--- src/rtl/multi_context_pc_unit.sv ---
// Fetch-side program counter with per-context saved PCs, prioritised redirects
// and a two-state save/restore FSM for scheduler-driven context swaps.
module multi_context_pc_unit #(
  parameter int              NUM_CTX    = 2,
  parameter int              XLEN       = 32,
  parameter logic [XLEN-1:0] RESET_PC   = 32'h6000_0000,
  parameter logic [XLEN-1:0] CTX_STRIDE = 32'h0001_0000,
  parameter int              INST_BYTES = 4,
  parameter int              CTX_W      = (NUM_CTX > 1) ? $clog2(NUM_CTX) : 1
) (
  input  logic             clk,
  input  logic             rst,
  input  logic             fetch_ready,
  output logic             fetch_valid,
  output logic [XLEN-1:0]  pc,
  output logic [XLEN-1:0]  pc_prev,
  output logic [CTX_W-1:0] ctx_id,
  input  logic             flush,
  input  logic [XLEN-1:0]  flush_pc,
  input  logic             br_en,
  input  logic [XLEN-1:0]  br_pc,
  input  logic             jump_en,
  input  logic [XLEN-1:0]  jump_pc,
  input  logic             jalr_done,
  input  logic [XLEN-1:0]  jalr_pc,
  input  logic             swap_req,
  input  logic [CTX_W-1:0] swap_ctx,
  output logic             swap_ack,
  output logic             swap_err
);

  typedef enum logic {RUN, SWAP} state_t;

  localparam logic [CTX_W:0] NUM_CTX_L = (CTX_W + 1)'(NUM_CTX);

  state_t            state, state_next;
  logic [XLEN-1:0]   ctx_pc [NUM_CTX];
  logic [CTX_W-1:0]  target;
  logic [XLEN-1:0]   pc_lo, prev_lo;
  logic              ctx_in_range, swap_go;

  function automatic logic [XLEN-1:0] ctx_reset_pc(input int idx);
    logic [63:0] acc;
    acc = 64'(RESET_PC) + 64'(CTX_STRIDE) * 64'(unsigned'(idx));
    return acc[XLEN-1:0];
  endfunction

  // Next PC ignoring any swap; this is also the value saved for the outgoing context.
  always_comb begin
    pc_lo   = pc;
    prev_lo = pc_prev;
    if (flush)          pc_lo = flush_pc;
    else if (br_en)     pc_lo = br_pc;
    else if (jump_en)   pc_lo = jump_pc;
    else if (jalr_done) pc_lo = jalr_pc;
    else if (fetch_valid && fetch_ready) begin
      pc_lo   = pc + XLEN'(INST_BYTES);
      prev_lo = pc;
    end
  end

  always_comb begin
    ctx_in_range = ({1'b0, swap_ctx} < NUM_CTX_L);
    swap_go      = swap_req && ctx_in_range && (swap_ctx != ctx_id);
    state_next   = state;
    case (state)
      RUN:     if (swap_go) state_next = SWAP;
      SWAP:    state_next = RUN;
      default: state_next = RUN;
    endcase
  end

  always_ff @(posedge clk) begin
    if (rst) begin
      state       <= RUN;
      fetch_valid <= 1'b0;
      swap_ack    <= 1'b0;
      swap_err    <= 1'b0;
      ctx_id      <= '0;
      pc          <= RESET_PC;
      pc_prev     <= RESET_PC;
      for (int i = 0; i < NUM_CTX; i++) ctx_pc[i] <= ctx_reset_pc(i);
    end else begin
      state       <= state_next;
      fetch_valid <= (state_next == RUN);
      swap_ack    <= 1'b0;
      swap_err    <= 1'b0;
      case (state)
        RUN: begin
          swap_err <= swap_req && !ctx_in_range;
          swap_ack <= swap_req && ctx_in_range && (swap_ctx == ctx_id);
          if (swap_go) begin
            ctx_pc[ctx_id] <= pc_lo;
            target         <= swap_ctx;
          end else begin
            pc      <= pc_lo;
            pc_prev <= prev_lo;
          end
        end
        SWAP: begin
          // ctx_id still names the outgoing context during this cycle.
          if (flush) ctx_pc[ctx_id] <= flush_pc;
          pc       <= ctx_pc[target];
          pc_prev  <= ctx_pc[target];
          ctx_id   <= target;
          swap_ack <= 1'b1;
        end
        default: ;
      endcase
    end
  end

endmodule

--- config.mk ---
export PLATFORM = sky130hd
export DESIGN_NAME = multi_context_pc_unit
export DESIGN_NICKNAME = d
export VERILOG_FILES = /design/src/rtl/multi_context_pc_unit.sv
export SDC_FILE = /design/constraint.sdc
export NUM_CORES = 1
export LEC_CHECK = 0
export ABC_CLOCK_PERIOD_IN_PS = 9220
export CAP_MARGIN = 20
export CORE_ASPECT_RATIO = 0.9
export CORE_MARGIN = 2
export CORE_UTILIZATION = 40
export DETAILED_ROUTE_END_ITERATION = 8
export PLACE_DENSITY = 0.67
export SLEW_MARGIN = 5
export SYNTH_ARGS = -nofsm -noshare
export SYNTH_HDL_FRONTEND = slang
export SYNTH_SLANG_ARGS = --single-unit
export TNS_END_PERCENT = 10
--- constraint.sdc ---
create_clock -name clk -period 9.22 [get_ports clk]
set_clock_uncertainty 0.2 [all_clocks]
set_input_delay 1.844 -clock clk [delete_from_list [all_inputs] [get_ports clk]]
set_output_delay 1.844 -clock clk [all_outputs]
set_load 0.1 [all_outputs]
Word-level counts from Yosys, hierarchy flattened:

Memories as Yosys holds them, arrays and structs flattened. A register that Yosys moved wholly into a read port is not among the register bits.
Index checks and enable logic that the tools add are counted.

* bitwise logic cells: 4
* add/sub/neg operators: 1
* reduce and logical (&&, ||, !) cells: 6
* equal/unequal tests: 8
* mux-type cells: 31

Operator list (number)
* 32-bit two-way mux: 14
* 32-bit one-hot mux with 2 select lines: 2
* 32-bit by 3-bit adder with 32-bit output, second input constant: 1
* 32-bit OR reduction: 1
* 1-bit two-way mux: 13
* 2-bit inequality test, second input constant: 6
* 6-bit AND reduction: 1
* 1-bit one-hot mux with 2 select lines: 2
* 1-bit logical AND: 3
* 1-bit NOT: 3
* 3-bit AND reduction: 1
* 1-bit equality test: 1
* 1-bit inequality test: 1
* 1-bit bitwise OR: 1

* register bits: 69
* memories: 1
* word-level logic and storage cells: 58
* bits in writable memories: 64

Memories
* ctx_pc: words 2, width 32, read ports 1, clocked after memory_dff 1, wr ports 2, line 37 `logic [XLEN-1:0] ctx_pc [NUM_CTX];`

Logic depth before layout (Yosys ltp):

Gate-level depths: netlist (run 1).

* word-level depth: 9
* mapped depth: 8

Worst setup path before layout (run 1):

No wires, ideal clock.

* path type: input -> register
* from: input swap_req
* to: memory ctx_pc[1][0], enable pin
* arrival time: 3.723 ns
* cell stages on the path: 5
* slack: 4.908 ns
* buffers on the path: 2
* required time: 8.631 ns
* cell sequence: clkbuf_1 > or3b_1 > a211o_1 > clkbuf_1 > nand2_1

RTL lines
* from (decl): line 26 `input logic swap_req,`
* to (decl): line 37

Worst setup path in the final report (run 1):

* from: input jump_en
* to: register pc_prev[12]

* longest elaborated chain between the ends: 2

Ends and longest elaborated chain
* from (decl): line 22 `input logic jump_en,`
* 2-bit inequality test (no line)
* 6-bit AND reduction (no line)
* to (signal assigned): line 97 `pc_prev <= prev_lo;`
* to (signal assigned): line 104 `pc_prev <= ctx_pc[target];`
* to (decl): line 16 `output logic [XLEN-1:0] pc_prev,`

No other way between the ends.
A chain may end at the register's enable or synchronous reset.

==> tab_implementation.tex, run 1 <==
\begin{tabular}{lr}
\hline
Metric & Value \\
\hline
\multicolumn{2}{l}{\textbf{Global routing}} \\
\quad Largest net degree at the start of global routing & 61 \\
\quad Number of antenna violations at the first check in global routing & 0 \\
\quad Global-route usage over all layers & between 20\% and 30\% \\
\quad Global-route wire length before repair & between 40000 and 50000 um \\
\quad Leftover overflow at the end of global routing & 0 \\
\quad Number of global-route vias before repair & between 8000 and 9000 \\
\multicolumn{2}{l}{\textbf{Floorplanning}} \\
\quad Cell Rows & between 40 and 50 \\
\quad Total Die Area & $\sim$21000 um\^{}2 \\
\quad Number of placed I/O pins & slightly above 200 \\
\quad Die outline width & 154 um \\
\quad Height of the chip & approximately 140 um \\
\quad Starting density of the core & $\sim$41\% \\
\quad Total core area & between 15000 and 20000 um\^{}2 \\
\multicolumn{2}{l}{\textbf{Synthesis}} \\
\quad Synthesized instance count & 959 \\
\quad Syn. warnings & 0 \\
\quad Synth Area in Adders & 0.154\% \\
\quad Fraction of registers with async set or reset after synthesis & 0\% \\
\quad Fraction of the mapped netlist area in compound gates & between 20\% and 30\% \\
\quad Total of flip-flops plus latches after synthesis & $\sim$130 \\
\quad Netlist area before placement & a little over 8000 um\^{}2 \\
\quad Main combinational cell family by area after synthesis & compound AO/OA/AOI/OAI gates \\
\quad Fraction of synthesized cell area in xor and xnor cells & approximately 1.3\% \\
\quad Number of enable-type register cells in the synthesized netlist & 65 \\
\quad Mean instance size in the synthesized netlist & 8.47 um\^{}2 \\
\quad Register area share after synthesis & a little over 40\% \\
\quad Post-synth cell types & 78 \\
\quad Multiplexer share of the synthesized area & under 10\% \\
\quad Post-synthesis simple-gate area fraction & between 20\% and 30\% \\
\quad Ys flop type & sky130\_fd\_sc\_hd\_\_dfxtp\_1 \\
\quad Syn Nets & between 1000 and 1500 \\
\multicolumn{2}{l}{\textbf{Cells and area}} \\
\quad Fill count & 1809 \\
\quad Total number of nets in the final design & about 1200 \\
\quad Synth-to-Final Area Change & 32.8\% \\
\quad Inserted Diodes & 0 \\
\quad Final cell area excluding filler cells & around 11000 um\^{}2 \\
\quad Fraction of final layout cells with drive strength greater than 1 & 6.67\% \\
\quad Share of the core filled with cells & between 50\% and 60\% \\
\multicolumn{2}{l}{\textbf{Timing}} \\
\quad Count of endpoints failing setup in the final report & 0 \\
\quad Fmax & 0.215 GHz \\
\quad Slew at the pin closest to its max-slew limit & roughly 1.2 ns \\
\quad Final TNS setup & 0 ns \\
\quad Final period util & 50.5\% \\
\quad Post-layout min period & 4.66 ns \\
\quad Pins over their slew limit & 0 \\
\quad Relative slew slack & between 20\% and 30\% \\
\quad Unrepaired setup endpoints after global routing & false \\
\quad Hold Violations, Final & 0 \\
\multicolumn{2}{l}{\textbf{Routing}} \\
\quad Average wire per cell in the routed design & between 20 and 25 um \\
\quad Vias after detailed routing & around 8500 \\
\quad Remaining DRCs & 0 \\
\quad Via count normalized by instance count & 6.20 \\
\quad First-pass DRT Iterations & 7 \\
\quad DR iter-0 viols & 957 \\
\quad Post-route antenna net violation count & 0 \\
\quad Detailed-route wire length & 32000 um \\
\multicolumn{2}{l}{\textbf{Clock tree}} \\
\quad Maximum buffer depth of the clock tree & 2 \\
\quad Reg clk slew, reported paths & 0.06 ns \\
\quad Htree depth & 4 \\
\quad Clock root buffer & sky130\_fd\_sc\_hd\_\_clkbuf\_16 \\
\quad Clk sink count & around 130 \\
\quad Insertion delay to the later sink of the worst-skew pair & about 0.43 ns \\
\quad Inserted Clock Buffers & 17 \\
\quad CTS Hold Buffers Added & 0 \\
\quad Clock tree from TritonCTS & built \\
\quad Post-CTS setup buffers & 0 \\
\quad Number of resized instances in the post-cts repair step & 0 \\
\multicolumn{2}{l}{\textbf{Worst setup path}} \\
\quad CP required & 9.37 ns \\
\quad R2R Setup Slk & 5.91 ns \\
\quad Critical path launch point type & primary input \\
\quad CP Class & in2reg \\
\quad Crit Reg-Reg Startpoint & state \\
\quad Critical path arrival & 4.81 ns \\
\quad Ordered list of cells on the worst path & clkdlybuf4s50\_1 -> or2\_1 -> nor2\_1 -> a41oi\_2 -> buf\_4 -> nand2\_1 -> a21oi\_1 \\
\quad Buffers plus inverters on the worst setup path & 2 \\
\quad Delay of the slowest critical-path stage & between 0.8 and 0.9 ns \\
\quad Crit. End Element & register \\
\quad CP max stage cell & sky130\_fd\_sc\_hd\_\_clkdlybuf4s50\_1 \\
\quad Reg2reg end & ctx\_pc[0][10] \\
\quad Worst-case reg-to-reg path depth & 5 \\
\quad Crit Path Max Fanout & 26 \\
\quad Category of cells accounting for the largest share of critical-path delay & buffers and inverters \\
\multicolumn{2}{l}{\textbf{Min path}} \\
\quad Number of instances on the worst hold path & 2 \\
\quad Path type of the worst min-delay path & reg2reg \\
\quad Worst Min Path Start & pc\_prev[13] \\
\quad Endpoint, Worst Hold & pc\_prev[13] \\
\multicolumn{2}{l}{\textbf{Power}} \\
\quad Max VDD drop & about 0.00011 V \\
\quad P\_leak & 3.75 nW \\
\quad PwrDens & around 170 nW/um\^{}2 \\
\quad Total Power Consumption & about 1.8 mW \\
\multicolumn{2}{l}{\textbf{Placed design}} \\
\quad Area after detailed placement & slightly above 10000 um\^{}2 \\
\quad Number of port buffers & a little over 200 \\
\quad RD Place Congestion & between 0.9 and 1 \\
\quad Detailed Place HPWL & 22100 um \\
\multicolumn{2}{l}{\textbf{Outcome}} \\
\quad Run status & complete, no violations \\
\multicolumn{2}{l}{\textbf{Run}} \\
\quad Max-cap viol count & 0 \\
\hline
\end{tabular}
## synthesized netlist by cell type (all sizes together), types with 4 or more instances
cell type	instances	area, um^2
nand2	130	488
nor2	88	330
a21oi	69	345
dfxtp	69	1380
clkbuf	67	254
edfxtp	65	1950
mux2i	45	450
o211ai	40	300
nor3	36	185
o21ai	32	160
buf	23	104
nand3	21	105
nand4	20	140
nor4	20	153
o22ai	15	93.8
a211oi	14	115
inv	14	52.6
a31oi	13	81.3
nor2b	13	81.3
nand2b	12	75.1
a22oi	11	82.6
o31ai	11	82.6
a221oi	9	78.8
and3	8	50.1
o221ai	8	70.1
mux2	7	78.8
nand3b	7	52.6
xnor2	7	61.3
a21boi	6	45.1
a21o	5	37.5
a221o	5	50.1
or2	5	31.3
xor2	5	43.8
a41oi	4	35.0
nor3b	4	30.0
o311ai	4	35.0
## cell type report
class                   instances  area [um^2]  share of cell area, %
well taps                     255          319                   2.96
clock buffers                  22          464                   4.30
repair buffers                223         2170                   20.1
multi-input cells             721         4390                   40.7
flip-flops and latches        134         3340                   30.9
inverters                      14         52.6                  0.487
clock inverters                10         56.3                  0.522
## sequential cells by signal, summed over array words and instances (netlist names), named ones only
| signal | count |
|---|---|
| ctx_pc | 64 |
| fetch_valid | 1 |
| pc | 32 |
| pc_prev | 32 |
| state | 1 |
| swap_ack | 1 |
| target | 1 |
| ctx_id | 1 |
## tightest hold or removal path, cell delays in order, from the launching register on
cell                      delay, ns
sky130_fd_sc_hd__dfxtp_1       0.31
sky130_fd_sc_hd__nand2_1       0.05
sky130_fd_sc_hd__a21oi_1       0.05
## stage by stage
stage | worst slack (ns) | std cells | hold slack, ns
after floorplan | 4.91 | 959 | 0.252
after global placement | 4.31 | 1345 | 0.239
after detailed placement | 4.22 | 1345 | 0.245
after CTS | 4.66 | 1377 | 0.253
after global routing | 4.48 | 1379 | 0.276
final | 4.56 | 1379 | 0.249
## cell usage in the layout (no fill, tap or decap), types with 18 or more instances in the layout
master,count
sky130_fd_sc_hd__a21oi_1,69
sky130_fd_sc_hd__buf_4,18
sky130_fd_sc_hd__clkdlybuf4s50_1,200
sky130_fd_sc_hd__dfxtp_1,67
sky130_fd_sc_hd__edfxtp_1,65
sky130_fd_sc_hd__mux2i_1,45
sky130_fd_sc_hd__nand2_1,130
sky130_fd_sc_hd__nand3_1,21
sky130_fd_sc_hd__nand4_1,19
sky130_fd_sc_hd__nor2_1,88
sky130_fd_sc_hd__nor3_1,35
sky130_fd_sc_hd__o211ai_1,40
sky130_fd_sc_hd__o21ai_0,22
## how the worst max path moves through the flow
| stage | start | endpoint | cells after the start |
|---|---|---|---|
| 4_1_cts | jump_en | pc_prev[19] | 7 |
| 2_1_floorplan | swap_req | ctx_pc[1][0] | 5 |
| 3_5_place_dp | jump_en | pc_prev[19] | 7 |
| 5_1_grt | jump_en | pc_prev[11] | 7 |
| 3_3_place_gp | swap_req | ctx_pc[1][1] | 6 |
| 6_report | jump_en | pc_prev[12] | 7 |
## metal layers
layer	global-route usage (%)	wire [um]	vias to the layer above
met1	40.4	13300	4010
met2	44.2	13900	563
met3	6.98	3800	76
li1	-	-	3895
met4	11.2	978	0
met5	0	0	-
## cell families (layout without fill, tap and decap cells)
logic type,count (synthesis),after routing
adder cells (fa/ha/maj),1,1
AND/OR/NAND/NOR,379,379
XOR/XNOR,12,12
flip-flops,134,134
AO/OA/AOI/OAI,276,276
buffers and inverters,104,269
other,1,1
multiplexers,52,52
## report_power, final
| part | leakage (nW) | internal, mW | switching, mW |
|---|---|---|---|
| combinational | 2.27 | 0.159 | 0.331 |
| sequential | 1.23 | 0.664 | 0.0597 |
| clock | 0.253 | 0.353 | 0.259 |
| total | 3.75 | 1.18 | 0.650 |
No activity file was read; power rests on OpenSTA's default activity.
==> run 2, diff against run 1 <==
--- a/config.mk
+++ b/config.mk
@@ -5,7 +5,7 @@
 export SDC_FILE = /design/constraint.sdc
 export NUM_CORES = 1
 export LEC_CHECK = 0
-export ABC_CLOCK_PERIOD_IN_PS = 9220
+export ABC_CLOCK_PERIOD_IN_PS = 4700
 export CAP_MARGIN = 20
 export CORE_ASPECT_RATIO = 0.9
 export CORE_MARGIN = 2
==> constraint.sdc (replaced) <==
create_clock -name clk -period 4.7 [get_ports clk]
set_clock_uncertainty 0.2 [all_clocks]
set_input_delay 0.94 -clock clk [delete_from_list [all_inputs] [get_ports clk]]
set_output_delay 0.94 -clock clk [all_outputs]
set_load 0.1 [all_outputs]
==> tab_implementation.tex, run 2 (synthesized netlist as in run 1, its figures left out) <==
\begin{tabular}{lr}
\hline
Metric & Value \\
\hline
\multicolumn{2}{l}{\textbf{Outcome}} \\
\quad Run status & complete, no violations \\
\multicolumn{2}{l}{\textbf{Cells and area}} \\
\quad Inserted Diodes & 0 (unchanged) \\
\quad Post-route insts no fill & 1397 (+1.3\%) \\
\quad Most common cell after layout, fill and taps aside & sky130\_fd\_sc\_hd\_\_clkdlybuf4s50\_1 \\
\quad Total number of nets in the final design & 1267 (+1.4\%) \\
\quad Flip-flop count of the largest register after layout & 64 (unchanged) \\
\quad Biggest register & ctx\_pc \\
\quad Synth-to-Final Area Change & 34.7\% \\
\quad Top Registers & ctx\_pc: 64 flops, pc: 32 flops, pc\_prev: 32 flops \\
\quad Fraction of final layout cells with drive strength greater than 1 & 8.14\% (+1.5 points) \\
\quad Commonest cells after routing, fill and taps aside & sky130\_fd\_sc\_hd\_\_clkdlybuf4s50\_1, sky130\_fd\_sc\_hd\_\_nand2\_1, sky130\_fd\_sc\_hd\_\_nor2\_1, sky130\_fd\_sc\_hd\_\_a21oi\_1, sky130\_fd\_sc\_hd\_\_dfxtp\_1 \\
\multicolumn{2}{l}{\textbf{Timing}} \\
\quad Post-layout min period & approximately 3.6 ns \\
\quad Fmax & between 0.2 and 0.3 GHz \\
\quad Count of endpoints failing setup in the final report & 0 (unchanged) \\
\quad Relative slew slack & 32.9\% (+12 points) \\
\quad Pins over their slew limit & 0 (unchanged) \\
\quad Unrepaired setup endpoints after global routing & false \\
\quad Slew at the pin closest to its max-slew limit & 1.00 ns (-0.178 ns) \\
\quad Hold Violations, Final & 0 (unchanged) \\
\quad Setup ws final & 1.09 ns (-3.48 ns) \\
\quad Final TNS setup & 0 ns (unchanged) \\
\quad Final period util & 76.9\% \\
\multicolumn{2}{l}{\textbf{Clock tree}} \\
\quad Clock root buffer & sky130\_fd\_sc\_hd\_\_clkbuf\_16 \\
\quad Post-CTS setup buffers & 0 (unchanged) \\
\quad Number of resized instances in the post-cts repair step & 0 (unchanged) \\
\quad Clk sink count & 134 (unchanged) \\
\quad CTS Hold Buffers Added & 0 (unchanged) \\
\quad Clock tree from TritonCTS & built \\
\quad Insertion delay to the later sink of the worst-skew pair & 0.42 ns (about the same) \\
\quad Maximum buffer depth of the clock tree & 2 (unchanged) \\
\quad Reg clk slew, reported paths & 0.06 ns (about the same) \\
\quad Htree depth & 4 (unchanged) \\
\quad Inserted Clock Buffers & 17 (unchanged) \\
\multicolumn{2}{l}{\textbf{Power}} \\
\quad Reported net switching power & 1.29 mW (+99\%) \\
\quad P\_leak & 3.85 nW (+2.7\%) \\
\quad Max VDD drop & 0.000225 V (+110\%) \\
\quad Comb power frac & 27.0\% (+0.2 points) \\
\quad Internal cell power & 2.36 mW (+100\%) \\
\quad Sequential power share & 38.5\% (-1.1 points) \\
\quad PwrDens & 334 nW/um\^{}2 (+97\%) \\
\quad Net switching fraction of the power & 35.4\% (-0.17 points) \\
\quad Share of power burned in the clock network & 34.5\% (+1.0 points) \\
\multicolumn{2}{l}{\textbf{Placed design}} \\
\quad Detailed Place HPWL & 23400 um (+5.5\%) \\
\quad Pre-CTS WS & 0.748 ns (-3.47 ns) \\
\quad Number of cells in the design after placement & 1365 (+1.5\%) \\
\quad RD Place Congestion & 0.923 (-1.1\%) \\
\quad Number of port buffers & 203 (unchanged) \\
\multicolumn{2}{l}{\textbf{Floorplanning}} \\
\quad Total Die Area & 21500 um\^{}2 (unchanged) \\
\quad Number of placed I/O pins & 205 (unchanged) \\
\quad Die outline width & 154 um (unchanged) \\
\quad Cell Rows & 49 (unchanged) \\
\quad Height of the chip & 139 um (unchanged) \\
\quad Starting density of the core & 40.8\% (unchanged) \\
\quad Total core area & 19900 um\^{}2 (unchanged) \\
\multicolumn{2}{l}{\textbf{Routing}} \\
\quad DR iter-0 viols & 1313 (+37\%) \\
\quad Remaining DRCs & 0 (unchanged) \\
\quad Vias after detailed routing & 8682 (+1.6\%) \\
\quad First-pass DRT Iterations & 6 (-1) \\
\quad Via count normalized by instance count & 6.21 (+0.31\%) \\
\quad Post-route antenna net violation count & 0 (unchanged) \\
\quad Detailed-route wire length & 32500 um (+1.5\%) \\
\quad Average wire per cell in the routed design & 23.3 um (+0.20\%) \\
\multicolumn{2}{l}{\textbf{Global routing}} \\
\quad Global-route wire length before repair & 48800 um (+2.4\%) \\
\quad Leftover overflow at the end of global routing & 0 (unchanged) \\
\quad Number of global-route vias before repair & 8136 (+0.074\%) \\
\quad Number of antenna violations at the first check in global routing & 0 (unchanged) \\
\quad Global-route usage over all layers & 29.9\% (+0.69 points) \\
\quad Largest net degree at the start of global routing & 55 (-9.8\%) \\
\multicolumn{2}{l}{\textbf{Worst setup path}} \\
\quad Critical path arrival & 3.55 ns (-1.26 ns) \\
\quad Critical path launch point type & primary input \\
\quad Crit. End Element & register \\
\quad CP Class & in2reg \\
\quad CP required & 4.64 ns (-4.73 ns) \\
\quad Crit Path Max Fanout & 11 (-58\%) \\
\multicolumn{2}{l}{\textbf{Run}} \\
\quad Max-cap viol count & 0 (unchanged) \\
\multicolumn{2}{l}{\textbf{Min path}} \\
\quad Path type of the worst min-delay path & reg2reg \\
\hline
\end{tabular}
[run 2: layout make-up]
class                      count  area (um^2)
tap                          255          319
multi-input combinational    721         4390
inverter                      14         52.6
timing repair buffer         241         2300
fill                        1805         8970
sequential                   134         3340
clock inverter                12          104
clock buffer                  20          447
[run 2: routing by layer]
| metal | global-route usage [%] | part of all wire (%) | up-vias |
|---|---|---|---|
| met2 | 44.4 | 44 | 631 |
| met3 | 7.26 | 13 | 78 |
| li1 | - | - | 3934 |
| met5 | 0 | 0 | - |
| met4 | 9.35 | 2.8 | 0 |
| met1 | 42.8 | 41 | 4039 |
[run 2: critical path: stages]
cell,delay [ns]
sky130_fd_sc_hd__clkdlybuf4s50_1,0.70
sky130_fd_sc_hd__nand3_1,0.42
sky130_fd_sc_hd__or4_1,0.79
sky130_fd_sc_hd__mux2_2,0.37
sky130_fd_sc_hd__a211oi_2,0.25
sky130_fd_sc_hd__nor3_1,0.08
[run 2: path summary, 6_finish.rpt]
kind / from / to / slack, ns / depth (start not counted)
setup / recovery: fetch_ready / ctx_pc[1][18] / 1.09 / 6
hold / removal: pc_prev[15] / pc_prev[15] / 0.25 / 2
setup reg to reg: pc[8] / ctx_pc[1][18] / 1.59 / 5
hold reg to reg: pc_prev[15] / pc_prev[15] / 0.25 / 2
[run 2: stage by stage]
step / power [mW] / cell area, um^2 / hold slack, ns / utilization (%)
2_1_floorplan: 2.03 / 8130 / 0.252 / -
3_3_place_gp: 2.39 / 10400 / 0.240 / 52.2
3_5_place_dp: 2.40 / 10400 / 0.244 / 52.2
4_1_cts: 3.65 / 11000 / 0.252 / 55.0
5_1_grt: 3.77 / 11000 / 0.271 / 55.0
6_report: 3.65 / 11000 / 0.249 / 55.0
[run 2: power by group through the flow]
stage               Clock, mW  Sequential (mW)  Combinational, mW
finish                   1.26             1.41              0.986
global route             1.32             1.42               1.03
CTS                      1.27             1.40              0.975
detailed placement          0             1.43              0.970
global placement            0             1.43              0.966
floorplan                   0             1.68              0.353
==> run 3, diff against run 2 <==
--- a/config.mk
+++ b/config.mk
@@ -5,7 +5,7 @@
 export SDC_FILE = /design/constraint.sdc
 export NUM_CORES = 1
 export LEC_CHECK = 0
-export ABC_CLOCK_PERIOD_IN_PS = 4700
+export ABC_CLOCK_PERIOD_IN_PS = 3570
 export CAP_MARGIN = 20
 export CORE_ASPECT_RATIO = 0.9
 export CORE_MARGIN = 2
==> constraint.sdc (replaced) <==
create_clock -name clk -period 3.57 [get_ports clk]
set_clock_uncertainty 0.2 [all_clocks]
set_input_delay 0.714 -clock clk [delete_from_list [all_inputs] [get_ports clk]]
set_output_delay 0.714 -clock clk [all_outputs]
set_load 0.1 [all_outputs]
==> tab_implementation.tex, run 3 (synthesized netlist as in run 1, its figures left out) <==
\begin{tabular}{lr}
\hline
Metric & Value \\
\hline
\multicolumn{2}{l}{\textbf{Run}} \\
\quad Max-cap viol count & 0 (unchanged) \\
\multicolumn{2}{l}{\textbf{Floorplanning}} \\
\quad Starting density of the core & 40.8\% (unchanged) \\
\quad Die outline width & 154 um (unchanged) \\
\quad Total core area & 19900 um\^{}2 (unchanged) \\
\quad Total Die Area & 21500 um\^{}2 (unchanged) \\
\quad Number of placed I/O pins & 205 (unchanged) \\
\quad Height of the chip & 139 um (unchanged) \\
\quad Cell Rows & 49 (unchanged) \\
\multicolumn{2}{l}{\textbf{Placed design}} \\
\quad Area after detailed placement & 10400 um\^{}2 (+0.46\%) \\
\quad RD Place Congestion & 0.896 (-2.9\%) \\
\quad Number of cells in the design after placement & 1387 (+1.6\%) \\
\quad Number of port buffers & 203 (unchanged) \\
\quad Detailed Place HPWL & 23700 um (+1.3\%) \\
\multicolumn{2}{l}{\textbf{Global routing}} \\
\quad Number of antenna violations at the first check in global routing & 0 (unchanged) \\
\quad Global-route usage over all layers & 30.4\% (+0.56 points) \\
\quad Met1 usage in global routing & 42.1\% (-0.71 points) \\
\quad Global routing usage on met2 & 46.9\% (+2.5 points) \\
\quad Largest net degree at the start of global routing & 72 (+31\%) \\
\quad GRT met3 Usage & 6.79\% (-0.47 points) \\
\quad GRT busiest layer & met2 \\
\quad Global-route wire length before repair & 49500 um (+1.5\%) \\
\quad Number of global-route vias before repair & 8368 (+2.9\%) \\
\quad Leftover overflow at the end of global routing & 0 (unchanged) \\
\multicolumn{2}{l}{\textbf{Worst setup path}} \\
\quad CP Class & reg2reg \\
\quad CP max stage cell & sky130\_fd\_sc\_hd\_\_nor4\_2 \\
\quad Setup crit end & ctx\_pc[1][11] \\
\quad Ordered list of cells on the worst path & nand4\_1 -> buf\_4 -> nor4\_2 -> xor2\_1 -> a21oi\_1 -> nor3\_1 \\
\quad Setup crit start & pc[7] \\
\quad Worst-case reg-to-reg path depth & 6 (+1) \\
\quad Critical path arrival & 3.09 ns (-0.46 ns) \\
\quad Crit. End Element & register \\
\quad CP required & 3.53 ns (-1.11 ns) \\
\quad Delay of the slowest critical-path stage & 0.67 ns (-0.12 ns) \\
\quad R2R Setup Slk & 0.44 ns (-1.15 ns) \\
\quad Buffers plus inverters on the worst setup path & 1 (unchanged) \\
\quad Category of cells accounting for the largest share of critical-path delay & simple AND/OR/NAND/NOR gates \\
\quad Logic depth of the worst path, buffers included & 6 (unchanged) \\
\quad Critical path launch point type & register \\
\quad Reg2reg end & ctx\_pc[1][11] \\
\quad Crit Path Max Fanout & 7 (-4) \\
\quad Crit Reg-Reg Startpoint & pc[7] \\
\multicolumn{2}{l}{\textbf{Routing}} \\
\quad Detailed-route wire length & 33400 um (+2.6\%) \\
\quad Remaining DRCs & 0 (unchanged) \\
\quad Post-route antenna net violation count & 0 (unchanged) \\
\quad Average wire per cell in the routed design & 23.5 um (+1.0\%) \\
\quad First-pass DRT Iterations & 5 (-1) \\
\quad Via count normalized by instance count & 6.27 (+0.82\%) \\
\quad Vias after detailed routing & 8891 (+2.4\%) \\
\quad DR iter-0 viols & 1131 (-14\%) \\
\multicolumn{2}{l}{\textbf{Timing}} \\
\quad Hold Violations, Final & 0 (unchanged) \\
\quad Relative slew slack & 42.3\% (+9.4 points) \\
\quad Pins over their slew limit & 0 (unchanged) \\
\quad Fmax & 0.320 GHz \\
\quad Post-layout min period & 3.13 ns \\
\quad Slew at the pin closest to its max-slew limit & 0.866 ns (-0.138 ns) \\
\quad Hold\_ws & 0.249 ns (-0.000892 ns) \\
\quad Final period util & 87.6\% \\
\quad Count of endpoints failing setup in the final report & 0 (unchanged) \\
\quad Final TNS setup & 0 ns (unchanged) \\
\quad Unrepaired setup endpoints after global routing & false \\
\multicolumn{2}{l}{\textbf{Cells and area}} \\
\quad Top Registers & ctx\_pc: 64 flops, pc: 32 flops, pc\_prev: 32 flops \\
\quad Inserted Diodes & 0 (unchanged) \\
\quad Most common cell after layout, fill and taps aside & sky130\_fd\_sc\_hd\_\_clkdlybuf4s50\_1 \\
\quad Biggest register & ctx\_pc \\
\quad Fraction of final layout cells with drive strength greater than 1 & 15.5\% (+7.4 points) \\
\quad Final cell area excluding filler cells & 11000 um\^{}2 (+0.77\%) \\
\quad Flip-flop count of the largest register after layout & 64 (unchanged) \\
\quad Synth-to-Final Area Change & 35.8\% \\
\quad Commonest cells after routing, fill and taps aside & sky130\_fd\_sc\_hd\_\_clkdlybuf4s50\_1, sky130\_fd\_sc\_hd\_\_nand2\_1, sky130\_fd\_sc\_hd\_\_buf\_4, sky130\_fd\_sc\_hd\_\_nor2\_1, sky130\_fd\_sc\_hd\_\_a21oi\_1 \\
\quad Total number of nets in the final design & 1289 (+1.7\%) \\
\quad Post-route insts no fill & 1419 (+1.6\%) \\
\multicolumn{2}{l}{\textbf{Clock tree}} \\
\quad Post-CTS setup buffers & 0 (unchanged) \\
\quad Htree depth & 4 (unchanged) \\
\quad Clk sink count & 134 (unchanged) \\
\quad Maximum buffer depth of the clock tree & 2 (unchanged) \\
\quad Number of resized instances in the post-cts repair step & 0 (unchanged) \\
\quad Clock root buffer & sky130\_fd\_sc\_hd\_\_clkbuf\_16 \\
\quad CTS Hold Buffers Added & 0 (unchanged) \\
\quad Reg clk slew, reported paths & 0.06 ns (about the same) \\
\quad Inserted Clock Buffers & 17 (unchanged) \\
\quad Clock tree from TritonCTS & built \\
\quad Insertion delay to the later sink of the worst-skew pair & 0.43 ns (about the same) \\
\multicolumn{2}{l}{\textbf{Power}} \\
\quad PwrDens & 450 nW/um\^{}2 (+35\%) \\
\quad Max VDD drop & 0.000315 V (+40\%) \\
\quad P\_leak & 4.10 nW (+6.4\%) \\
\multicolumn{2}{l}{\textbf{Min path}} \\
\quad Path type of the worst min-delay path & reg2reg \\
\quad Worst Min Path Start & pc\_prev[21] \\
\quad Number of instances on the worst hold path & 2 (unchanged) \\
\multicolumn{2}{l}{\textbf{Outcome}} \\
\quad Run status & complete, no violations \\
\hline
\end{tabular}
run 3: changes by cell type in the layout (fill, tap and decap cells not counted):
cell / change
sky130_fd_sc_hd__inv_6: -1
sky130_fd_sc_hd__clkbuf_1: +3
sky130_fd_sc_hd__clkinvlp_4: +1
sky130_fd_sc_hd__buf_12: +4
sky130_fd_sc_hd__buf_4: +85
sky130_fd_sc_hd__clkinv_1: -2
sky130_fd_sc_hd__clkdlybuf4s50_1: -67
sky130_fd_sc_hd__clkinv_4: -3
sky130_fd_sc_hd__bufinv_16: +2
run 3: how the worst min path moves through the flow:
stage / end / slack [ns]
3_3_place_gp: pc_prev[15] / 0.24
6_report: pc_prev[21] / 0.25
5_1_grt: pc_prev[8] / 0.27
4_1_cts: pc_prev[21] / 0.25
3_5_place_dp: pc_prev[21] / 0.24
2_1_floorplan: register / 0.25
run 3: power by group:
group / total, mW / switching (mW) / internal (mW)
clock: 1.79 / 0.679 / 1.11
sequential: 1.85 / 0.141 / 1.71
combinational: 1.31 / 0.889 / 0.424
run 3: routing by layer:
metal / vias up / share of wire, % / wire length (um)
met5: - / 0 / 0
met4: 0 / 2.8 / 934
met3: 78 / 12 / 3990
met2: 616 / 44 / 14600
met1: 4213 / 41 / 13800
li1: 3984 / - / -
run 3: layout make-up:
class,count,area (um^2)
Clock buffer,23,458
Clock inverter,9,129
Fill cell,1858,8890
Inverter,14,52.6
Multi-Input combinational cell,721,4390
Sequential cell,134,3340
Tap cell,255,319
Timing Repair Buffer,263,2350
run 3: per-stage QoR:
step | util, % | power [mW] | worst slack [ns]
finish | 55.4 | 4.96 | 0.442
global route | 55.4 | 5.09 | 0.429
CTS | 55.4 | 4.94 | 0.587
detailed placement | 52.4 | 3.17 | 0.315
global placement | 52.4 | 3.16 | 0.328
floorplan | - | 2.67 | 0.386
run 3: worst min-delay path, cell delays in order (launching register included):
cell,delay (ns)
sky130_fd_sc_hd__dfxtp_1,0.31
sky130_fd_sc_hd__nand2_1,0.05
sky130_fd_sc_hd__a21oi_1,0.05
